--- src/rtl/multicycle_ctrl_pkg.sv ---
// Shared definitions for the multicycle controller: FSM states, datapath
// mux-select codes, ALU operation codes and instruction field values.
package multicycle_ctrl_pkg;

    typedef enum logic [3:0] {
        S_FETCH  = 4'd0,
        S_DECODE = 4'd1,
        S_MEMADR = 4'd2,
        S_MEMRD  = 4'd3,
        S_MEMWB  = 4'd4,
        S_MEMWR  = 4'd5,
        S_RTEX   = 4'd6,
        S_RTWB   = 4'd7,
        S_IEX    = 4'd8,
        S_IWB    = 4'd9,
        S_BREX   = 4'd10,
        S_JEX    = 4'd11,
        S_JALEX  = 4'd12,
        S_JREX   = 4'd13
    } state_t;

    // Operation class handed to the ALU decoder
    typedef enum logic [2:0] {
        ALUOP_ADD   = 3'd0,
        ALUOP_SUB   = 3'd1,
        ALUOP_OR    = 3'd2,
        ALUOP_SLT   = 3'd3,
        ALUOP_FUNCT = 3'd4
    } aluop_t;

    localparam logic [1:0] REGDST_RT       = 2'd0;
    localparam logic [1:0] REGDST_RD       = 2'd1;
    localparam logic [1:0] REGDST_R31      = 2'd2;
    localparam logic [1:0] MEMTOREG_ALU    = 2'd0;
    localparam logic [1:0] MEMTOREG_MEM    = 2'd1;
    localparam logic [1:0] MEMTOREG_PC     = 2'd2;
    localparam logic [1:0] ALUSRCB_REG     = 2'd0;
    localparam logic [1:0] ALUSRCB_FOUR    = 2'd1;
    localparam logic [1:0] ALUSRCB_IMM     = 2'd2;
    localparam logic [1:0] ALUSRCB_IMM_SL2 = 2'd3;
    localparam logic [1:0] PCSRC_ALU       = 2'd0;
    localparam logic [1:0] PCSRC_ALUOUT    = 2'd1;
    localparam logic [1:0] PCSRC_JUMP      = 2'd2;
    localparam logic [1:0] PCSRC_SRCA      = 2'd3;

    localparam logic [3:0] ALU_AND  = 4'b0000;
    localparam logic [3:0] ALU_OR   = 4'b0001;
    localparam logic [3:0] ALU_ADD  = 4'b0010;
    localparam logic [3:0] ALU_SUB  = 4'b0110;
    localparam logic [3:0] ALU_SLT  = 4'b0111;
    localparam logic [3:0] ALU_SLTU = 4'b1111;

    localparam logic [5:0] OP_RTYPE = 6'b000000;
    localparam logic [5:0] OP_J     = 6'b000010;
    localparam logic [5:0] OP_JAL   = 6'b000011;
    localparam logic [5:0] OP_BEQ   = 6'b000100;
    localparam logic [5:0] OP_BNE   = 6'b000101;
    localparam logic [5:0] OP_ADDI  = 6'b001000;
    localparam logic [5:0] OP_ADDIU = 6'b001001;
    localparam logic [5:0] OP_SLTI  = 6'b001010;
    localparam logic [5:0] OP_ORI   = 6'b001101;
    localparam logic [5:0] OP_LUI   = 6'b001111;
    localparam logic [5:0] OP_LW    = 6'b100011;
    localparam logic [5:0] OP_SW    = 6'b101011;

    localparam logic [5:0] FN_JR   = 6'b001000;
    localparam logic [5:0] FN_ADD  = 6'b100000;
    localparam logic [5:0] FN_ADDU = 6'b100001;
    localparam logic [5:0] FN_SUB  = 6'b100010;
    localparam logic [5:0] FN_SUBU = 6'b100011;
    localparam logic [5:0] FN_AND  = 6'b100100;
    localparam logic [5:0] FN_OR   = 6'b100101;
    localparam logic [5:0] FN_SLT  = 6'b101010;
    localparam logic [5:0] FN_SLTU = 6'b101011;

    // First execute state for an opcode. S_FETCH doubles as the
    // "undefined opcode" marker; R-type is refined later using funct.
    function automatic state_t op_target(input logic [5:0] op);
        case (op)
            OP_RTYPE:                                    return S_RTEX;
            OP_LW, OP_SW:                                return S_MEMADR;
            OP_BEQ, OP_BNE:                              return S_BREX;
            OP_ADDI, OP_ADDIU, OP_ORI, OP_LUI, OP_SLTI:  return S_IEX;
            OP_J:                                        return S_JEX;
            OP_JAL:                                      return S_JALEX;
            default:                                     return S_FETCH;
        endcase
    endfunction

endpackage

--- src/rtl/multicycle_aludec.sv ---
// ALU decoder: turns the controller's operation class plus the R-type
// funct field into an ALU control word, and flags undefined functs.
module multicycle_aludec
    import multicycle_ctrl_pkg::*;
#(
    parameter int ALUC_W = 4
) (
    input  aluop_t              aluop,
    input  logic [5:0]          funct,
    output logic [ALUC_W-1:0]   alucontrol,
    output logic                funct_illegal
);

    logic [3:0] funct_alu;
    logic [3:0] alu_code;

    // R-type funct lookup; JR is legal but does not use the ALU result
    always_comb begin
        funct_alu     = ALU_ADD;
        funct_illegal = 1'b0;
        case (funct)
            FN_ADD, FN_ADDU: funct_alu = ALU_ADD;
            FN_SUB, FN_SUBU: funct_alu = ALU_SUB;
            FN_AND:          funct_alu = ALU_AND;
            FN_OR:           funct_alu = ALU_OR;
            FN_SLT:          funct_alu = ALU_SLT;
            FN_SLTU:         funct_alu = ALU_SLTU;
            FN_JR:           funct_alu = ALU_ADD;
            default:         funct_illegal = 1'b1;
        endcase
    end

    // Select between fixed operations and the funct-derived one
    always_comb begin
        case (aluop)
            ALUOP_SUB:   alu_code = ALU_SUB;
            ALUOP_OR:    alu_code = ALU_OR;
            ALUOP_SLT:   alu_code = ALU_SLT;
            ALUOP_FUNCT: alu_code = funct_alu;
            default:     alu_code = ALU_ADD;
        endcase
    end

    assign alucontrol = ALUC_W'(alu_code);

endmodule

--- src/rtl/multicycle_ctrl.sv ---
// Multicycle MIPS-style controller. The state register is the only storage;
// every output is decoded combinationally from state, op, funct, zero and
// mem_ready. reset is active-low and asynchronous.
module multicycle_ctrl
    import multicycle_ctrl_pkg::*;
#(
    parameter int USE_MEM_READY = 1,
    parameter int ALUC_W        = 4
) (
    input  logic              clk,
    input  logic              reset,
    input  logic [5:0]        op,
    input  logic [5:0]        funct,
    input  logic              zero,
    input  logic              mem_ready,
    output logic              mem_req,
    output logic              memwrite,
    output logic              iord,
    output logic              irwrite,
    output logic              pcen,
    output logic              regwrite,
    output logic              alusrca,
    output logic              signext,
    output logic              shiftl16,
    output logic [1:0]        regdst,
    output logic [1:0]        memtoreg,
    output logic [1:0]        alusrcb,
    output logic [1:0]        pcsrc,
    output logic [ALUC_W-1:0] alucontrol,
    output logic              illegal,
    output logic [3:0]        state
);

    state_t state_q;
    state_t state_d;
    state_t op_tgt;
    aluop_t aluop;
    logic   funct_illegal;
    logic   mem_rdy;
    logic   dec_illegal;

    // Without handshake support every memory access completes at once
    assign mem_rdy     = (USE_MEM_READY != 0) ? mem_ready : 1'b1;
    assign op_tgt      = op_target(op);
    assign dec_illegal = (op_tgt == S_FETCH) || ((op_tgt == S_RTEX) && funct_illegal);
    assign state       = state_q;

    multicycle_aludec #(.ALUC_W(ALUC_W)) u_aludec (
        .aluop         (aluop),
        .funct         (funct),
        .alucontrol    (alucontrol),
        .funct_illegal (funct_illegal)
    );

    // State register; asynchronous return to FETCH abandons any access
    always_ff @(posedge clk or negedge reset) begin
        if (!reset) state_q <= S_FETCH;
        else        state_q <= state_d;
    end

    // Next-state selection
    always_comb begin
        state_d = state_q;
        case (state_q)
            S_FETCH:  if (mem_rdy) state_d = S_DECODE;
            S_DECODE: begin
                state_d = op_tgt;
                if (op_tgt == S_RTEX) begin
                    if (funct == FN_JR)     state_d = S_JREX;
                    else if (funct_illegal) state_d = S_FETCH;
                end
            end
            S_MEMADR: state_d = (op == OP_SW) ? S_MEMWR : S_MEMRD;
            S_MEMRD:  if (mem_rdy) state_d = S_MEMWB;
            S_MEMWR:  if (mem_rdy) state_d = S_FETCH;
            S_RTEX:   state_d = S_RTWB;
            S_IEX:    state_d = S_IWB;
            default:  state_d = S_FETCH;
        endcase
    end

    // Output decode; everything idles (no fetch request) while reset is low
    always_comb begin
        mem_req  = 1'b0;
        memwrite = 1'b0;
        iord     = 1'b0;
        irwrite  = 1'b0;
        pcen     = 1'b0;
        regwrite = 1'b0;
        alusrca  = 1'b0;
        signext  = 1'b0;
        shiftl16 = 1'b0;
        regdst   = REGDST_RT;
        memtoreg = MEMTOREG_ALU;
        alusrcb  = ALUSRCB_REG;
        pcsrc    = PCSRC_ALU;
        aluop    = ALUOP_ADD;
        illegal  = 1'b0;
        if (reset) begin
            case (state_q)
                S_FETCH: begin
                    mem_req = 1'b1;
                    alusrcb = ALUSRCB_FOUR;
                    irwrite = mem_rdy;
                    pcen    = mem_rdy;
                end
                S_DECODE: begin
                    alusrcb = ALUSRCB_IMM_SL2;
                    signext = 1'b1;
                    illegal = dec_illegal;
                end
                S_MEMADR: begin
                    alusrca = 1'b1;
                    alusrcb = ALUSRCB_IMM;
                    signext = 1'b1;
                end
                S_MEMRD: begin
                    mem_req = 1'b1;
                    iord    = 1'b1;
                end
                S_MEMWB: begin
                    regwrite = 1'b1;
                    regdst   = REGDST_RT;
                    memtoreg = MEMTOREG_MEM;
                end
                S_MEMWR: begin
                    mem_req  = 1'b1;
                    iord     = 1'b1;
                    memwrite = 1'b1;
                end
                S_RTEX: begin
                    alusrca = 1'b1;
                    aluop   = ALUOP_FUNCT;
                end
                S_RTWB: begin
                    regwrite = 1'b1;
                    regdst   = REGDST_RD;
                end
                S_IEX: begin
                    alusrca  = 1'b1;
                    alusrcb  = ALUSRCB_IMM;
                    signext  = !((op == OP_ORI) || (op == OP_LUI));
                    shiftl16 = (op == OP_LUI);
                    if (op == OP_ORI)       aluop = ALUOP_OR;
                    else if (op == OP_SLTI) aluop = ALUOP_SLT;
                end
                S_IWB: begin
                    regwrite = 1'b1;
                    regdst   = REGDST_RT;
                end
                S_BREX: begin
                    alusrca = 1'b1;
                    aluop   = ALUOP_SUB;
                    pcsrc   = PCSRC_ALUOUT;
                    pcen    = (op == OP_BNE) ? !zero : zero;
                end
                S_JEX: begin
                    pcen  = 1'b1;
                    pcsrc = PCSRC_JUMP;
                end
                S_JALEX: begin
                    pcen     = 1'b1;
                    pcsrc    = PCSRC_JUMP;
                    regwrite = 1'b1;
                    regdst   = REGDST_R31;
                    memtoreg = MEMTOREG_PC;
                end
                S_JREX: begin
                    alusrca = 1'b1;
                    pcsrc   = PCSRC_SRCA;
                    pcen    = 1'b1;
                end
                default: ;
            endcase
        end
    end

endmodule

--- config.mk ---
export PLATFORM = sky130hd
export DESIGN_NAME = multicycle_ctrl
export DESIGN_NICKNAME = d
export VERILOG_FILES = /design/src/rtl/multicycle_ctrl_pkg.sv /design/src/rtl/multicycle_aludec.sv /design/src/rtl/multicycle_ctrl.sv
export SDC_FILE = /design/constraint.sdc
export NUM_CORES = 1
export LEC_CHECK = 0
export CORE_ASPECT_RATIO = 0.5
export CORE_UTILIZATION = 35
export CTS_CLUSTER_DIAMETER = 150
export CTS_CLUSTER_SIZE = 10
export DETAILED_ROUTE_END_ITERATION = 8
export PLACE_DENSITY = 0.68
export SLEW_MARGIN = 20
export SYNTH_ARGS = -nofsm -noshare
export SYNTH_HDL_FRONTEND = slang
export SYNTH_SLANG_ARGS = --single-unit
--- constraint.sdc ---
create_clock -name clk -period 4.25 [get_ports clk]
set_clock_uncertainty 0.15 [all_clocks]
set_input_delay 0.6375 -clock clk [delete_from_list [all_inputs] [get_ports clk]]
set_output_delay 0.6375 -clock clk [all_outputs]
set_load 0.05 [all_outputs]
# Word-level counts from Yosys, hierarchy flattened

Cells that the tools add are included.

Register bits: 4
Bits of input ports: 16

Reduce and logical (&&, ||, !) cells: 22
Mux-type cells: 45
Equal/unequal tests: 41

Operators by type and width:

| operator                                                         | count |
|---|---|
| 6-bit == test (second input constant)                            | 10 |
| 6-bit by 4-bit == test with 1-bit output (second input constant) | 6 |
| 4-bit case mux with 7 select lines                               | 1 |
| 4-bit == test (second input constant)                            | 6 |
| 4-bit two-way mux                                                | 6 |
| 4-bit case mux with 6 select lines                               | 1 |
| 4-bit by 3-bit == test with 1-bit output (second input constant) | 5 |
| 1-bit two-way mux                                                | 20 |
| 4-bit case mux with 5 select lines                               | 1 |
| 4-bit case mux with 4 select lines                               | 1 |
| 2-bit OR reduction                                               | 7 |
| 6-bit by 2-bit == test with 1-bit output (second input constant) | 2 |
| 6-bit by 3-bit == test with 1-bit output (second input constant) | 2 |
| 2-bit two-way mux                                                | 6 |
| 2-bit case mux with 3 select lines                               | 2 |
| 5-bit OR reduction                                               | 2 |
| 3-bit case mux with 3 select lines                               | 1 |
| 9-bit OR reduction                                               | 1 |
| 4-bit by 2-bit == test with 1-bit output (second input constant) | 2 |
| 4-bit logical NOT                                                | 2 |
| 2-bit case mux with 2 select lines                               | 2 |
| 3-bit by 2-bit == test with 1-bit output (second input constant) | 2 |
| 6-bit logical NOT                                                | 1 |
| 3-bit two-way mux                                                | 2 |
| other kinds (12)                                                 | 17 |

# Longest topological paths before layout

Depth after elaboration: 8
Mapped depth: 7
Depth with buffers taken out: 5

# Modules after synthesis

Synthesis repeated with hierarchy kept, for this count alone.

Cells, all modules: 160
Area, all modules: 1,001.0 µm²

By module, submodules not included:

| module            | times used | area each (µm²) | seq. area each (µm²) | cells an instance |
|---|---|---|---|---|
| multicycle_ctrl   | 1          | 875.8           | 100.1                | 141 |
| multicycle_aludec | 1          | 125.1           | 0.0                  | 19 |

# Worst setup path before layout

OpenSTA, ideal clock, no wires.

Path type: in2out
Start point: input op[3]
End point: output pcen
Cell stages on the path: 6
Data required time: 3.462 ns
Setup slack: 0.659 ns
Data arrival time: 2.804 ns
Cell sequence: buf_6 or2b_1 nor3b_1 a21oi_1 or3_1 o31ai_1

Longest elaborated chain between the ends: 4

RTL lines:

| what                                     | RTL line               | source |
|---|---|---|
| start: declaration                       | multicycle_ctrl.sv:12  | `input logic [5:0] op,` |
| 6-bit by 3-bit == test with 1-bit output | multicycle_ctrl.sv:155 | `pcen = (op == OP_BNE) ? !zero : zero;` |
| 1-bit two-way mux                        | multicycle_ctrl.sv:155 |  |
| 1-bit case mux with 3 select lines       | multicycle_ctrl.sv:100 | `case (state_q)` |
| 1-bit two-way mux                        | multicycle_ctrl.sv:99  | `if (reset) begin` |
| end: declaration                         | multicycle_ctrl.sv:20  | `output logic pcen,` |

No other way between the ends.

# Final worst setup path

Start point: input op[3]
End point: output alucontrol[1]

Longest elaborated chain between the ends: 7
Elaborated cells on any way between the ends: 11
Classes of those cells: eq/ne: 6; mux: 5

RTL lines:

| what                                     | RTL line                | source |
|---|---|---|
| 6-bit by 4-bit == test with 1-bit output | multicycle_ctrl.sv:145  | `else if (op == OP_SLTI) aluop = ALUOP_SLT;` |
| 2-bit two-way mux                        | multicycle_ctrl.sv:145  |  |
| 2-bit two-way mux (*)                    | multicycle_ctrl.sv:144  | `if (op == OP_ORI) aluop = ALUOP_OR;` |
| 3-bit case mux with 3 select lines (*)   | multicycle_ctrl.sv:100  |  |
| 3-bit two-way mux (*)                    | multicycle_ctrl.sv:99   |  |
| 3-bit == test (tied with other cells)    | multicycle_aludec.sv:35 | `case (aluop)` |
| 4-bit case mux with 4 select lines (*)   | multicycle_aludec.sv:35 |  |
| end: declaration                         | multicycle_ctrl.sv:29   | `output logic [ALUC_W-1:0] alucontrol,` |

Mark *: on every way between the ends. The rest lies on a longest branch, timed or not.

==> metrics.log <==
INFO  metric seq_area_frac_synth = 10.1%
INFO  metric critPathLaunchType = input pin
INFO  metric drt-initial-drc-count = 84
INFO  metric area_growth_from_synthesis_to_layout = 46.3%
INFO  metric synth_edf_count = 0
INFO  metric cts.repair.resized = 0
INFO  metric clkTransAtPathRegs = 30 ps
INFO  metric dp_hpwl = 2.36 mm
INFO  metric worst-setup-path-type = input pin to primary output
INFO  metric drive_above_1_share = 6.91%
INFO  metric largest_register_ff_count = 4
INFO  metric die_w = 77.3 microns
INFO  metric most-common-layout-cells = 39 x clkdlybuf4s50_1, 14 x nor2_1, 13 x nand2_1, 13 x nor3_1, 11 x nand2b_1
INFO  metric cell_leakage_power = 0.000532 uW
INFO  metric num-nets-final = 206
INFO  metric cts-hold-fix-buffers = 0
INFO  metric die-height = 39.7 microns
INFO  metric setup-violations-final = 0
INFO  metric cts_buffer_depth = 2
INFO  metric netSwitchingFraction = 56.3%
INFO  metric postCtsSetupBuffers = 0
INFO  metric drt-vias-per-instance = 5.55
INFO  metric core_area = 2640 sq um
INFO  metric rsz0062_at_grt = false
INFO  metric final-hold-violation-count = 0
INFO  metric relSlewSlack = 57.2%
INFO  metric grt_pass1_vias = 983
INFO  metric wire_per_inst = 13.6 microns
INFO  metric cts_root_buf = clkbuf_8
INFO  metric wl = 3.07 mm
INFO  metric grt_overflow = 0
INFO  metric gp_weighted_congestion = 0.885
INFO  metric n_fill_cell = 268
INFO  metric dominantRegCellSynth = dfrtp_1
INFO  metric number_of_cells_on_the_worst_reg_to_reg_path = 5
INFO  metric synth_area = 992 sq um
INFO  metric grt_first_pass_wirelength = 4.86 mm
INFO  metric final_max_slew_viol_count = 0
INFO  metric whs = 524 ps
INFO  metric dieArea = 3060 sq um
INFO  metric p_clk_share = 10.4%
INFO  metric async_flop_share = 100%
INFO  metric clkSinkCount = 4
INFO  metric synth_cells = 154
INFO  metric run_status = complete, no violations
INFO  metric route.detailed.drc = 0
INFO  metric clock_tree_from_tritoncts = built
INFO  metric area.sequential = 100 sq um
INFO  metric initial_core_util = 37.7%
INFO  metric grt_max_degree = 23
INFO  metric timing.final.crit_share = 92.8%
INFO  metric power-per-cell-area = 514 nW/um^2
INFO  metric ys_warn_count = 0
INFO  metric cts_htree_levels = 1
INFO  metric final.setup.tns = 0 ps
INFO  metric vdd_drop_max = 258 uV
INFO  metric cts-buffers-inserted = 3
INFO  metric timing.critical_path.arrival = 3160 ps
INFO  metric timing.hold.worst.class = input pin to asynchronous set/reset pin
INFO  metric antenna_cells = 0
INFO  metric detailedRoute.firstPassIterationCount = 4
INFO  metric power.sequential.fraction = 16.8%
INFO  metric worstPathMaxFanout = 10
INFO  metric ant_nets = 0
INFO  metric most_common_cell_after_layout_fill_and_taps_aside = clkdlybuf4s50_1
INFO  metric post-route-min-period = 3950 ps
INFO  metric routed-via-count = 1248
INFO  metric critical_path_sink_type = primary output
INFO  metric combPwrFrac = 72.7%
INFO  metric all_layer_gr_usage = 21.1%
INFO  metric timing_worst_slew_pin_value = 641 ps
INFO  metric crit_required = 3460 ps
INFO  metric synth.avg_cell_area = 6.44 sq um
INFO  metric yosysUniqueCellTypes = 44
INFO  metric design.portCount = 42
INFO  metric rows = 13
INFO  metric fmax = 253 MHz
INFO  metric antenna_found_initial = 0
INFO  metric maxCapViolations = 0
INFO  metric io_buffer_count = 41
INFO  metric synth_nets = 170
INFO  metric clock_network_latency_to_the_later_pin_of_the_worst_skew_pair = 210 ps
INFO  metric net_switching_power = 421 uW
INFO  metric multi_input_area = 821 sq um
INFO  metric yosys_register_bits = 4
INFO  metric cellInternalPower = 326 uW
[power groups by stage]
stage | sequential (uW) | clock [uW] | combinational [uW]
4_1_cts | 124 | 80.7 | 540
3_3_place_gp | 125 | 0 | 537
2_1_floorplan | 113 | 0 | 393
3_5_place_dp | 124 | 0 | 539
6_report | 126 | 77.9 | 543
5_1_grt | 133 | 85.5 | 580
[cells by family after synthesis]
family,Yosys count,share of synthesized area [%]
xor gates and xnor gates,2,1.77
muxes,3,3.03
DFF,4,10.1
buffers and inverters,17,7.19
AOI/OAI and AO/OA,42,27.9
and+or+nand+nor,86,50.1
[routing by layer]
layer	global-route usage, %	up-vias	wire length (microns)
met5	0	-	0
met4	1.42	0	0
met3	4.88	0	135
met2	31.9	34	1260
met1	31.0	574	1680
li1	-	640	-
[synth_stat cells (all sizes together), types with 3 or more instances]
| library cell | number | area, sq um |
|---|---|---|
| nor2 | 14 | 52.6 |
| nand2 | 13 | 48.8 |
| nor3 | 13 | 65.1 |
| clkbuf | 11 | 41.3 |
| nand2b | 11 | 68.8 |
| a21oi | 10 | 50.1 |
| o21ai | 10 | 50.1 |
| dfrtp | 4 | 100 |
| inv | 4 | 15.0 |
| nor2b | 4 | 25.0 |
| nor3b | 4 | 30.0 |
| o22ai | 4 | 25.0 |
| o31ai | 4 | 30.0 |
| and3 | 3 | 18.8 |
| mux2i | 3 | 30.0 |
| nand3b | 3 | 22.5 |
| or3 | 3 | 18.8 |
[final timing paths]
check | end | slack (ps) | from
min in group clk | state[0] | 730 | state[3]
min | state[3] | 520 | reset
max | alucontrol[1] | 300 | op[3]
min reg2reg | state[0] | 730 | state[3]
max reg2reg | state[1] | 2200 | state[0]
max in group asynchronous | state[1] | 3050 | reset
[area by class of cell]
class / count / area share (%)
Clock buffer: 3 / 2.84
Multi-Input combinational cell: 133 / 56.6
Tap cell: 37 / 3.19
Inverter: 4 / 1.03
Timing Repair Buffer: 44 / 29.5
Sequential cell: 4 / 6.90
[stage by stage]
step / instance area, sq um / worst slack, ps / instances / util (%) / total power [uW]
finish: 1450 / 305 / 225 / 55.1 / 746
floorplan: 992 / 659 / 154 / - / 506
detailed placement: 1410 / 320 / 222 / 53.5 / 663
global placement: 1410 / 363 / 222 / 53.5 / 662
global route: 1450 / 155 / 225 / 55.1 / 799
CTS: 1450 / 295 / 225 / 55.1 / 745
[critical path, cell delays in order]
cell and delay (ps):
clkdlybuf4s50_1 640, or2b_1 310, nor3b_1 200, a21oi_1 90, or3_1 370, o21ai_0 100, clkdlybuf4s50_1 830
(Power assumes the default switching activity.)
